File: src/rtl/nibble_serial_adder.sv
// nibble_serial_adder: multi-cycle WIDTH-bit adder built around an external
// 4-bit ripple slice (add4). Operands are latched on start, one nibble per
// clock is presented to the slice, and the slice carry is chained forward.
// The full sum and final carry are published with a one-cycle done pulse.
// Optional feature: define NSA_OVERFLOW_EN to add a registered signed
// overflow flag (ovf) that updates together with sum.
module nibble_serial_adder #(
    parameter int WIDTH = 16
) (
    input  logic             clk,
    input  logic             rst_n,
    input  logic             start,
    input  logic [WIDTH-1:0] a,
    input  logic [WIDTH-1:0] b,
    input  logic             c_in,
    output logic [3:0]       add_a,
    output logic [3:0]       add_b,
    output logic             add_cin,
    input  logic [3:0]       add_s,
    input  logic             add_cout,
    output logic             busy,
    output logic             done,
    output logic [WIDTH-1:0] sum,
`ifdef NSA_OVERFLOW_EN
    output logic             c_out,
    output logic             ovf
`else
    output logic             c_out
`endif
);

    localparam int NIBBLES = WIDTH / 4;
    localparam int IDX_W   = (NIBBLES > 1) ? $clog2(NIBBLES) : 1;

    // Width must split into whole nibbles; anything else is a build error.
    generate
        if ((WIDTH < 4) || ((WIDTH % 4) != 0)) begin : g_bad_width
            $error("nibble_serial_adder: WIDTH must be a multiple of 4 and >= 4");
        end
    endgenerate

    typedef enum logic [1:0] {
        S_IDLE = 2'd0,
        S_RUN  = 2'd1,
        S_DONE = 2'd2
    } state_t;

    state_t           state;
    logic [WIDTH-1:0] a_r;
    logic [WIDTH-1:0] b_r;
    logic [WIDTH-1:0] work_r;
    logic             carry_r;
    logic [IDX_W-1:0] idx;

    logic [3:0]       nib_a;
    logic [3:0]       nib_b;
    logic [WIDTH-1:0] next_work;
    logic             last_nib;

    assign last_nib = (idx == IDX_W'(NIBBLES - 1));

    // Select the current nibble of each latched operand.
    always_comb begin
        nib_a = '0;
        nib_b = '0;
        for (int i = 0; i < NIBBLES; i++) begin
            if (idx == IDX_W'(i)) begin
                nib_a = a_r[4*i +: 4];
                nib_b = b_r[4*i +: 4];
            end
        end
    end

    // Work word with this cycle's slice result merged in; the last nibble's
    // merge is what gets published as the final sum.
    always_comb begin
        next_work = work_r;
        for (int i = 0; i < NIBBLES; i++) begin
            if (idx == IDX_W'(i)) begin
                next_work[4*i +: 4] = add_s;
            end
        end
    end

    // Slice operands are only driven while running so the slice sits at 0
    // otherwise.
    assign add_a   = (state == S_RUN) ? nib_a   : 4'd0;
    assign add_b   = (state == S_RUN) ? nib_b   : 4'd0;
    assign add_cin = (state == S_RUN) ? carry_r : 1'b0;

`ifdef NSA_OVERFLOW_EN
    logic ovf_new;
    // Two's-complement overflow: same-sign operands giving a different-sign sum.
    assign ovf_new = (a_r[WIDTH-1] == b_r[WIDTH-1]) &&
                     (next_work[WIDTH-1] != a_r[WIDTH-1]);
`endif

    // Sequencer FSM with registered status and result outputs.
    always_ff @(posedge clk) begin
        if (!rst_n) begin
            state   <= S_IDLE;
            a_r     <= '0;
            b_r     <= '0;
            work_r  <= '0;
            carry_r <= 1'b0;
            idx     <= '0;
            busy    <= 1'b0;
            done    <= 1'b0;
            sum     <= '0;
            c_out   <= 1'b0;
`ifdef NSA_OVERFLOW_EN
            ovf     <= 1'b0;
`endif
        end else begin
            unique case (state)
                S_IDLE, S_DONE: begin
                    done <= 1'b0;
                    if (start) begin
                        a_r     <= a;
                        b_r     <= b;
                        carry_r <= c_in;
                        idx     <= '0;
                        busy    <= 1'b1;
                        state   <= S_RUN;
                    end else begin
                        state   <= S_IDLE;
                    end
                end
                S_RUN: begin
                    // start is deliberately not looked at here.
                    work_r  <= next_work;
                    carry_r <= add_cout;
                    idx     <= idx + 1'b1;
                    if (last_nib) begin
                        sum   <= next_work;
                        c_out <= add_cout;
`ifdef NSA_OVERFLOW_EN
                        ovf   <= ovf_new;
`endif
                        done  <= 1'b1;
                        busy  <= 1'b0;
                        state <= S_DONE;
                    end
                end
                default: begin
                    busy  <= 1'b0;
                    done  <= 1'b0;
                    state <= S_IDLE;
                end
            endcase
        end
    end

endmodule

File: config.mk
export PLATFORM = sky130hd
export DESIGN_NAME = nibble_serial_adder
export DESIGN_NICKNAME = d
export VERILOG_FILES = /design/src/rtl/nibble_serial_adder.sv
export SDC_FILE = /design/constraint.sdc
export NUM_CORES = 1
export LEC_CHECK = 0
export CORE_MARGIN = 4
export CORE_UTILIZATION = 40
export CTS_BUF_LIST = sky130_fd_sc_hd__clkbuf_16
export DETAILED_ROUTE_END_ITERATION = 8
export PLACE_DENSITY = 0.63
export SYNTH_ARGS = -nofsm -noshare
export SYNTH_HDL_FRONTEND = slang
export SYNTH_SLANG_ARGS = --single-unit
export TNS_END_PERCENT = 1
File: constraint.sdc
create_clock -name clk -period 2 [get_ports clk]
set_clock_uncertainty 0.15 [all_clocks]
set_input_delay 0.4 -clock clk [delete_from_list [all_inputs] [get_ports clk]]
set_output_delay 0.4 -clock clk [all_outputs]
set_load 0.01 [all_outputs]
==> summary.md, run 1 <==
| Metric | Value |
|---|---|
| Post-Place Worst Slack | -0.475 ns |
| Vias after detailed routing | 2,545 |
| Slowest cell delay on critical path | 0.32 ns |
| Via count of the first global-routing pass | 2,536 |
| Crit-path max FO | 17 |
| Syn_area_per_cell | 9.38 µm² |
| Most frequent cells in the layout | 91 x nand2_1, 67 x dfxtp_1, 58 x clkdlybuf4s50_1 |
| Slowest CP cell | o41ai_4 |
| Post-Synth XOR/XNOR Area | 0 |
| Layout Cells excl Fill | 519 |
| Failing checks | negative setup slack |
| Worst reg-to-reg path cell count | 7 |
| Gate Count Post-Synth | 336 |
| Total CTS buffers | 9 |
| Die H | 96.8 µm |
| Final WL | 7450 µm |
| Syn nets | 381 |
| Worst slew pin tran | 0.318 ns |
| Initial DRC count | 74 |
| Unrepaired setup endpoints after global routing | true |
| Layout cells sized above 1 | 0.170 |
| Crit path launch | idx[1]$_SDFFE_PN0P_ |
| Placed cells | 503 |
| Starting Density | 0.410 |
| Sw Pwr | 768 µW |
| First-pass GRT wire length | 12,600 µm |
| LEAKAGE | 1.90 nW |
| Warnings, synthesis | 0 |
| Synth Area in Simple Gates | 0.196 |
| CP bufs+invs | 3 |
| Peak VDD IR | 0.517 mV |
| Post-synthesis mux area share | 0.0763 |
| Max-slew violations | 0 |
| Pre-Repair DR Iteration Count | 4 |
| Yosys top cell by area | dfxtp_1 |
| P per Cell Area | 776 nW/µm² |
| Compound-cell area share of the yosys netlist | 0.222 |
| Die Area | 9360 µm² |
| Num Clock Sinks | 68 |
| TritonCTS clock tree | done |
| Net Sw Frac | 0.229 |
| RD Place Congestion | 0.787 |
| # IOs | 69 |
| Core Region | 7690 µm² |
| Part of the cycle the worst path needs | 1.15 |
| Clock transition at path regs | 0.05 ns |
| Hold WC Path Type | register to register |
| Synth top area cells | dfxtp_1 43%, nand2_1 11%, a21boi_1 8.3% |
| Clock Latency Late Sink | 0.32 ns |
| Worst path arrival time | 1.76 ns |
| Final instance area | 4330 µm² |
| CP cell instances | buf_4 -> ha_2 -> buf_12 -> nor2b_1 -> o41ai_4 -> buf_2 |
| CP Depth | 6 |
| Clock root cell | clkbuf_16 |
| Setup Viol. Count Final | 8 |
| Nets | 458 |
| Diode count | 0 |
| Hold buffers post-CTS | 0 |
| Critical Setup Path Class | register to primary output |
| Post-route setup slack | -0.307 ns |
| Critical path's top delay family | buffers and inverters |
| Worst reg2reg setup slack | 0.27 ns |
| CTS max path bufs | 2 |
| Synth-to-layout area growth | 37.3% |
| Cell internal pwr | 2.59 mW |
| Highest clock rate | 433 MHz |
| DRT antenna net count | 0 |
| Largest net degree at the start of global routing | 69 |
| Flop pwr share | 0.433 |
| Hold slack final | 0.302 ns |
| GR Overflow Total | 0 |
| IO buf count | 68 |
| Tmin final | 2.31 ns |
| Yosys top cell area share | 0.432 |
| H-Tree Depth | 3 |
| Worst r2r src | idx[1]$_SDFFE_PN0P_ |
| Final Hold Viols | 0 |
| DP HPWL | 5170 µm |
| Yosys reg bits | 68 |
| Hold_sp | sum[15]$_SDFFE_PN0P_ |
| Syn Std Cell Area | 3150 µm² |
| Hold Path Cell Cnt | 2 |
| DRC Markers | 0 |
| Relative slew slack | 0.788 |
| Logic gate share of total power | 0.134 |
| Crit path capture type | primary output |
| Vias per inst | 4.90 |
| Reg2Reg Capture Point | work_r[11]$_SDFFE_PN0P_ |
| Number of max-cap violations | 0 |
| Drt wl/cell | 14.4 µm |
| Outcome | complete, but fails checks |
| Clock share of power | 0.434 |
| Die W | 96.8 µm |
| Final Core Density | 0.563 |
| Post-synthesis cell type count | 26 |
| Initial antenna violation count | 0 |
| WHS Endpoint | sum[15]$_SDFFE_PN0P_ |
| FP Rows | 32 |
| Largest family of logic cells by synthesized area | compound AO/OA/AOI/OAI gates |
| Req. time, crit path | 1.45 ns |
| Most common library cell in the layout ignoring fill and taps | nand2_1 |
| Adder-cell share of the synthesized area | 0.0159 |
| Sequential share of the synthesized area | 0.432 |
| Total GRT Usage | 0.162 |
| Crit path launch type | register |
| Placed cell areas | 4050 µm² |
## layout make-up
cell class	instances	area, µm²
Clock buffer	9	225
Clock inverter	6	48.8
Fill cell	701	3360
Inverter	2	7.51
Multi-Input combinational cell	237	1630
Sequential cell	68	1360
Tap cell	102	128
Timing Repair Buffer	95	920
## per-stage QoR
stage	power, mW	TNS [ns]
2_1_floorplan	1.73	0
3_3_place_gp	1.91	-3.20
3_5_place_dp	1.92	-3.60
4_1_cts	3.39	-2.31
5_1_grt	3.51	-2.74
6_report	3.36	-1.95
## synth_stat cells, drive strengths merged
cell type and instances:
ha 4, nand3b 4, mux2i 24, nor2b 23, and3b 1, clkbuf 9
and2 3, inv 2, dfxtp 68, a31oi 1, nand2 91, o41ai 8
a21boi 40, o211a 12, a221oi 8, nand3 10, o21bai 1, nand2b 2
nor2 2, o21ai 3, buf 20
## timing repair
item / in CTS / in global routing
endpoints found under the setup margin: 9 / 9
endpoints found under the hold margin: 0 / 0
setup buffers: 1 / 0
gates resized for setup: 42 / 3
pin swaps: 4 / 4
## kinds of logic (layout without fill, tap and decap cells)
logic type | count (synthesis) | count (layout)
flops | 68 | 68
fa+ha+maj | 4 | 4
mux | 24 | 24
buf+inv | 31 | 112
compound gates | 73 | 73
simple gates | 136 | 136
## worst min-delay path: stages (launching register included)
cell,delay (ns)
dfxtp_1,0.30
nand2_1,0.05
a21boi_1,0.05
## worst max path at each step
| stage | slack (ns) | end |
|---|---|---|
| 2_1_floorplan | 0.06 | add_a[3] |
| 3_3_place_gp | -0.42 | add_a[3] |
| 3_5_place_dp | -0.47 | add_a[3] |
| 4_1_cts | -0.30 | add_a[3] |
| 5_1_grt | -0.37 | add_a[3] |
| 6_report | -0.31 | add_a[3] |
## routing by layer
| layer | up-vias | part of all wire | GRT usage |
|---|---|---|---|
| met5 | - | 0 | 0 |
| li1 | 1307 | - | - |
| met2 | 50 | 0.45 | 0.256 |
| met4 | 0 | 0.011 | 0.0518 |
| met3 | 8 | 0.033 | 0.0296 |
| met1 | 1180 | 0.51 | 0.225 |
## power by group through the flow
stage	Sequential (mW)	Combinational (mW)	Clock [mW]
4_1_cts	1.45	0.453	1.48
6_report	1.45	0.449	1.46
3_3_place_gp	1.48	0.435	0
2_1_floorplan	1.47	0.259	0
5_1_grt	1.46	0.494	1.56
3_5_place_dp	1.48	0.443	0
## state kept, by name, indices dropped and copies added, names as in the netlist
name and cells:
a_r 16, sum 16, work_r 12, busy 1, c_out 1, b_r 16, carry_r 1, done 1
state 2, idx 2
(Power assumes the default switching activity.)
==> run 2: changes to the inputs <==
GPL_TIMING_DRIVEN = 0   (was not set)
MAX_ROUTING_LAYER = met4   (was not set)
==> run 2 against run 1 <==
Against the previous run: the flow still finishes with violations (negative setup slack); final cell count increased by 0.96%; total power down 2.7%; critical path depth did not move; via count increased by 5.0%; global-route usage increased by 1.7 points; flip-flop and latch count did not move; highest routed layer unchanged; wire length rose by 4.8%; combinational power is 4.9% higher; clock power is 8% lower; die area stayed put; fmax decreased by 3.2%; sequential share of layout area up 0.090 points.
==> summary.md, run 2 (synthesized netlist as in run 1, its figures left out) <==
| Metric | Value |
|---|---|
| Initial antenna violation count | 0 (unchanged) |
| Total CTS buffers | 9 (unchanged) |
| # IOs | 69 (unchanged) |
| Hold WC Path Type | register to register (unchanged) |
| Crit-path max FO | 10 (was 17) |
| GR Overflow Total | 0 (unchanged) |
| Total chip power | 3.27 mW (was 3.36 mW) |
| Worst r2r src | idx[0]$_SDFFE_PN0P_ (was idx[1]$_SDFFE_PN0P_) |
| Final setup TNS | -2.58 ns (was -1.95 ns) |
| RD Place Congestion | 0.784 (was 0.787) |
| CP cell instances | inv_4 -> ha_2 -> buf_12 -> nor2b_1 -> o41ai_2 -> buf_2 (was buf_4 -> ha_2 -> buf_12 -> nor2b_1 -> o41ai_4 -> buf_2) |
| Outcome | complete, but fails checks (unchanged) |
| Worst path arrival time | 1.83 ns (was 1.76 ns) |
| Biggest registers after layout | a_r x16, b_r x16, sum x16 (unchanged) |
| Post-route setup slack | -0.382 ns (was -0.307 ns) |
| Clock Latency Late Sink | 0.32 ns (about the same) |
| Core Region | 7690 µm² (unchanged) |
| Nets | 462 (was 458) |
| Final Hold Viols | 0 (unchanged) |
| Number of max-cap violations | 0 (unchanged) |
| Die Area | 9360 µm² (unchanged) |
| Most frequent cells in the layout | 91 x nand2_1, 66 x dfxtp_1, 58 x clkdlybuf4s50_1 (was 91 x nand2_1, 67 x dfxtp_1, 58 x clkdlybuf4s50_1) |
| Setup Viol. Count Final | 8 (unchanged) |
| P per Cell Area | 754 nW/µm² (was 776 nW/µm²) |
| Initial DRC count | 78 (was 74) |
| Worst reg-to-reg path cell count | 7 (unchanged) |
| Layout cells sized above 1 | 0.166 (was 0.170) |
| DP HPWL | 5720 µm (was 5170 µm) |
| Most common library cell in the layout ignoring fill and taps | nand2_1 (unchanged) |
| Starting Density | 0.410 (unchanged) |
| Failing checks | negative setup slack (unchanged) |
| Part of the cycle the worst path needs | 1.19 (was 1.15) |
| LEAKAGE | 1.89 nW (was 1.90 nW) |
| Hold Path Cell Cnt | 2 (unchanged) |
| Worst reg2reg setup slack | 0.34 ns (was 0.27 ns) |
| Max-slew violations | 0 (unchanged) |
| Critical Setup Path Class | register to primary output (unchanged) |
| Placed cell areas | 3950 µm² (was 4050 µm²) |
| Largest net degree at the start of global routing | 11 (was 69) |
| Peak VDD IR | 0.427 mV (was 0.517 mV) |
| H-Tree Depth | 3 (unchanged) |
| Hold slack final | 0.305 ns (was 0.302 ns) |
| Clock transition at path regs | 0.05 ns (about the same) |
| Clock root cell | clkbuf_16 (unchanged) |
| Final WL | 7810 µm (was 7450 µm) |
| Reg2Reg Capture Point | work_r[2]$_SDFFE_PN0P_ (was work_r[11]$_SDFFE_PN0P_) |
| Worst slew pin tran | 0.417 ns (was 0.318 ns) |
| Relative slew slack | 0.722 (was 0.788) |
| CTS max path bufs | 2 (unchanged) |
| Die W | 96.8 µm (unchanged) |
| IO buf count | 67 (was 68) |
| Slowest cell delay on critical path | 0.39 ns (was 0.32 ns) |
| Diode count | 0 (unchanged) |
| Vias per inst | 5.10 (was 4.90) |
| Num Clock Sinks | 68 (unchanged) |
| Pre-Repair DR Iteration Count | 4 (unchanged) |
| Slowest CP cell | dfxtp_4 (was o41ai_4) |
| Highest clock rate | 420 MHz (was 433 MHz) |
| First-pass GRT wire length | 13,300 µm (was 12,600 µm) |
| Vias after detailed routing | 2,673 (was 2,545) |
| Drt wl/cell | 14.9 µm (was 14.4 µm) |
| Total GRT Usage | 0.179 (was 0.162) |
| CP bufs+invs | 3 (unchanged) |
| Critical path's top delay family | buffers and inverters (unchanged) |
| Crit path capture type | primary output (unchanged) |
| Final instance area | 4330 µm² (about the same) |
| Synth-to-layout area growth | 37.5% (was 37.3%) |
| Die H | 96.8 µm (unchanged) |
| WHS Endpoint | b_r[8]$_SDFFE_PN0P_ (was sum[15]$_SDFFE_PN0P_) |
| Crit path launch type | register (unchanged) |
| Hold_sp | b_r[8]$_SDFFE_PN0P_ (was sum[15]$_SDFFE_PN0P_) |
| FP Rows | 32 (unchanged) |
| Unrepaired setup endpoints after global routing | true (unchanged) |
| Via count of the first global-routing pass | 2,722 (was 2,536) |
| Tmin final | 2.38 ns (was 2.31 ns) |
| DRC Markers | 0 (unchanged) |
| DRT antenna net count | 0 (unchanged) |
| TritonCTS clock tree | done (unchanged) |
| Req. time, crit path | 1.45 ns (about the same) |
[run 2: area by class of cell]
class,count,area (µm²)
fill,727,3350
sequential,68,1370
clock buffer,9,225
tap,102,128
multi-input combinational,237,1710
buffer,28,191
timing repair buffer,71,668
inverter,2,12.5
clock inverter,7,28.8
[run 2: stage by stage]
step | util | setup WS (ns) | std cells
6_report | 0.564 | -0.382 | 524
5_1_grt | 0.564 | -0.411 | 524
4_1_cts | 0.563 | -0.339 | 524
3_5_place_dp | 0.514 | -0.606 | 505
3_3_place_gp | 0.514 | -0.578 | 505
2_1_floorplan | - | 0.0564 | 336
[run 2: timing repair]
item | CTS | global route
gates resized for setup | 65 | 2
setup buffers | 4 | 0
hold buffers | 0 | 0
setup endpoints to repair | 9 | 8
cloned | 0 | 0
pin swaps | 11 | 1
[run 2: worst register-to-register path: cells and delay by family, from the launching register on]
family,cells,cell delay [ns]
adder cells (fa/ha/maj),1,0.15
buffers and inverters,3,0.30
flip-flops,1,0.39
multiplexers,1,0.25
AND/OR/NAND/NOR,2,0.30
[run 2: how the worst max path moves through the flow]
stage,endpoint,start,depth (start not counted)
after detailed placement,add_b[3],idx[1]$_SDFFE_PN0P_,7
after CTS,add_a[3],idx[1]$_SDFFE_PN0P_,8
after global routing,add_a[3],idx[1]$_SDFFE_PN0P_,8
after global placement,add_b[3],idx[0]$_SDFFE_PN0P_,8
final,add_a[3],idx[0]$_SDFFE_PN0P_,6
after floorplan,add_a[3],idx[0]$_SDFFE_PN0P_,7
[run 2: layer usage]
| metal | GRT usage | wire [µm] |
|---|---|---|
| met3 | 0.0433 | 335 |
| met1 | 0.238 | 3750 |
| met2 | 0.275 | 3650 |
| met5 | - | 0 |
| met4 | 0.0454 | 78 |
[run 2: report_power, final]
part           internal (mW)  switching (mW)
Combinational          0.247           0.224
Clock                  0.810           0.529
Sequential              1.41          0.0431
Total                   2.47           0.797
==> patch: new RTL, settings of run 2 <==
Set the parameter `WIDTH` to 64 (it was 16).
--- a/src/rtl/nibble_serial_adder.sv
+++ b/src/rtl/nibble_serial_adder.sv
@@ -6,5 +6,5 @@
 // overflow flag (ovf) that updates together with sum.
 module nibble_serial_adder #(
-    parameter int WIDTH = 16
+    parameter int WIDTH = 64
 ) (
     input  logic             clk,
Interface: changed (resized a, b and sum); port bits go from 69 to 213. No check against the original RTL was run, so the function may have changed too.
==> patch against run 2 <==
The flow still finishes with violations (setup timing); design area grew to 3.8 times the old value; synthesized area increased to 3.8 times the old value; sequential cell count is 194 higher; final cell count grew to 4.2 times the old value; register-to-register slack got worse by 0.38 ns; worst setup slack got worse by 0.85 ns; first-iteration DRC count rose to 14 times the old value; total power grew to 3.7 times the old value; routed wire length grew to 5.5 times the old value; sequential power grew to 3.8 times the old value; global-route usage grew 7.7 points; count of clock-buffer cells in the layout grew 20; maximum frequency is 26% lower; critical endpoint is now add_a[0].
==> patch: results (changes against run 2) <==
[worst_hold_path]
min_from = add_s[1]  ; was b_r[8]
hold_path.class = in -> reg  ; was reg -> reg
hold_path_end = work_r[37]  ; was b_r[8]

[finish]
multi_input_gates = 1081  ; was 237
clk_share_pct = 5.514  ; was 5.862%
finalInstanceArea_sq_mm = 0.01636  ; was 0.004333 sq mm
drive_gt1_share_pct = 11.59  ; was 16.59%
multi_input_area_sq_mm = 0.006460  ; was 0.001710 sq mm
stdcell_count = 2185  ; was 524
reg_top3 = a_r (64), b_r (64), sum (64)  ; was a_r (16), b_r (16), sum (16)

[timing]
setup_viol = 17  ; was 8
hold_ws_ns = 0.2167  ; was 0.3046 ns
fin_ws_ns = -1.237  ; was -0.3823 ns

[floorplanning]
placementRows = 63  ; was 32

[clocking]
clockBufferDepth = 3  ; was 2
post-cts-setup-buffer-count = 17  ; was 4
ctsResizeCount = 160  ; was 65

[routing]
drt-pass1-iter-count = 6  ; was 4
drtIter0Drc = 1055  ; was 78
via_per_inst = 5.317  ; was 5.101

[setup_path]
crit_arrival_ns = 2.69  ; was 1.83 ns

[placed_design]
place.gp.congestion = 0.9971  ; was 0.7836
dpl.hpwl_mm = 32.03  ; was 5.722 mm

[synth]
yosys-top-cells-area = dfxtp_1 (43%), nand2_1 (13%), a21boi_0 (11%)  ; was dfxtp_1 (43%), nand2_1 (11%), a21boi_1 (8.3%)
synth_common_cells = nand2_1 (415), dfxtp_1 (262), a21boi_0 (177)  ; was nand2_1 (91), dfxtp_1 (68), a21boi_1 (35)
synth_cell_types = 56  ; was 26
avgSynthCellArea_sq_um = 7.980  ; was 9.377 sq um

[status]
status = complete, but fails checks  ; unchanged
violations = setup timing  ; unchanged

[global_route]
grt_pass1_vias = 11431  ; was 2722

patch: changes by cell type in the layout (fill, tap and decap cells not counted), moves of 34 or more:
cell / run 2 / this run
nand3_1: 10 / 84
clkdlybuf4s50_1: 58 / 145
dfxtp_1: 66 / 259
o21ai_0: 3 / 83
nand2_1: 91 / 411
inv_1: 4 / 38
clkbuf_1: 8 / 70
a21boi_0: 5 / 175
a21oi_1: 0 / 43
patch: report_power, final:
part           switching [mW]  internal, mW  total [mW]
clock                    2.15          2.99        5.15
combinational           0.758         0.639        1.40
sequential              0.129          5.39        5.52
total                    3.04          9.03        12.1
patch: routing by layer:
| metal | GRT usage, % | part of all wire, % | routed length, microns | vias to the layer above |
|---|---|---|---|---|
| met5 | - | 0 | 0 | - |
| met4 | 5.914 | 2.4 | 1037 | 0 |
| met3 | 3.586 | 7.4 | 3183 | 78 |
| met2 | 38.52 | 43 | 18270 | 452 |
| met1 | 36.48 | 47 | 20270 | 5411 |
| li1 | - | - | - | 5676 |
patch: logic make-up after synthesis:
logic type	after synthesis	share of synthesized area, %
compound gates	421	24.83
fa+ha+maj	4	0.4140
buf+inv	172	6.054
flops	262	43.38
mux	36	2.980
simple gates	620	22.34
patch: worst max-delay path by stage:
stage | to | cells after the start | slack [ns] | from
2_1_floorplan | add_a[3] | 8 | -0.25 | idx[0]
3_3_place_gp | add_b[3] | 9 | -1.44 | idx[1]
3_5_place_dp | add_b[3] | 9 | -1.47 | idx[1]
4_1_cts | add_b[3] | 9 | -1.18 | idx[1]
5_1_grt | add_a[0] | 9 | -1.25 | idx[1]
6_report | add_a[0] | 9 | -1.24 | idx[1]
patch: worst min-delay path: stages:
cell      delay, ns
buf_1          0.27
nand2_1        0.13
a21boi_1       0.05
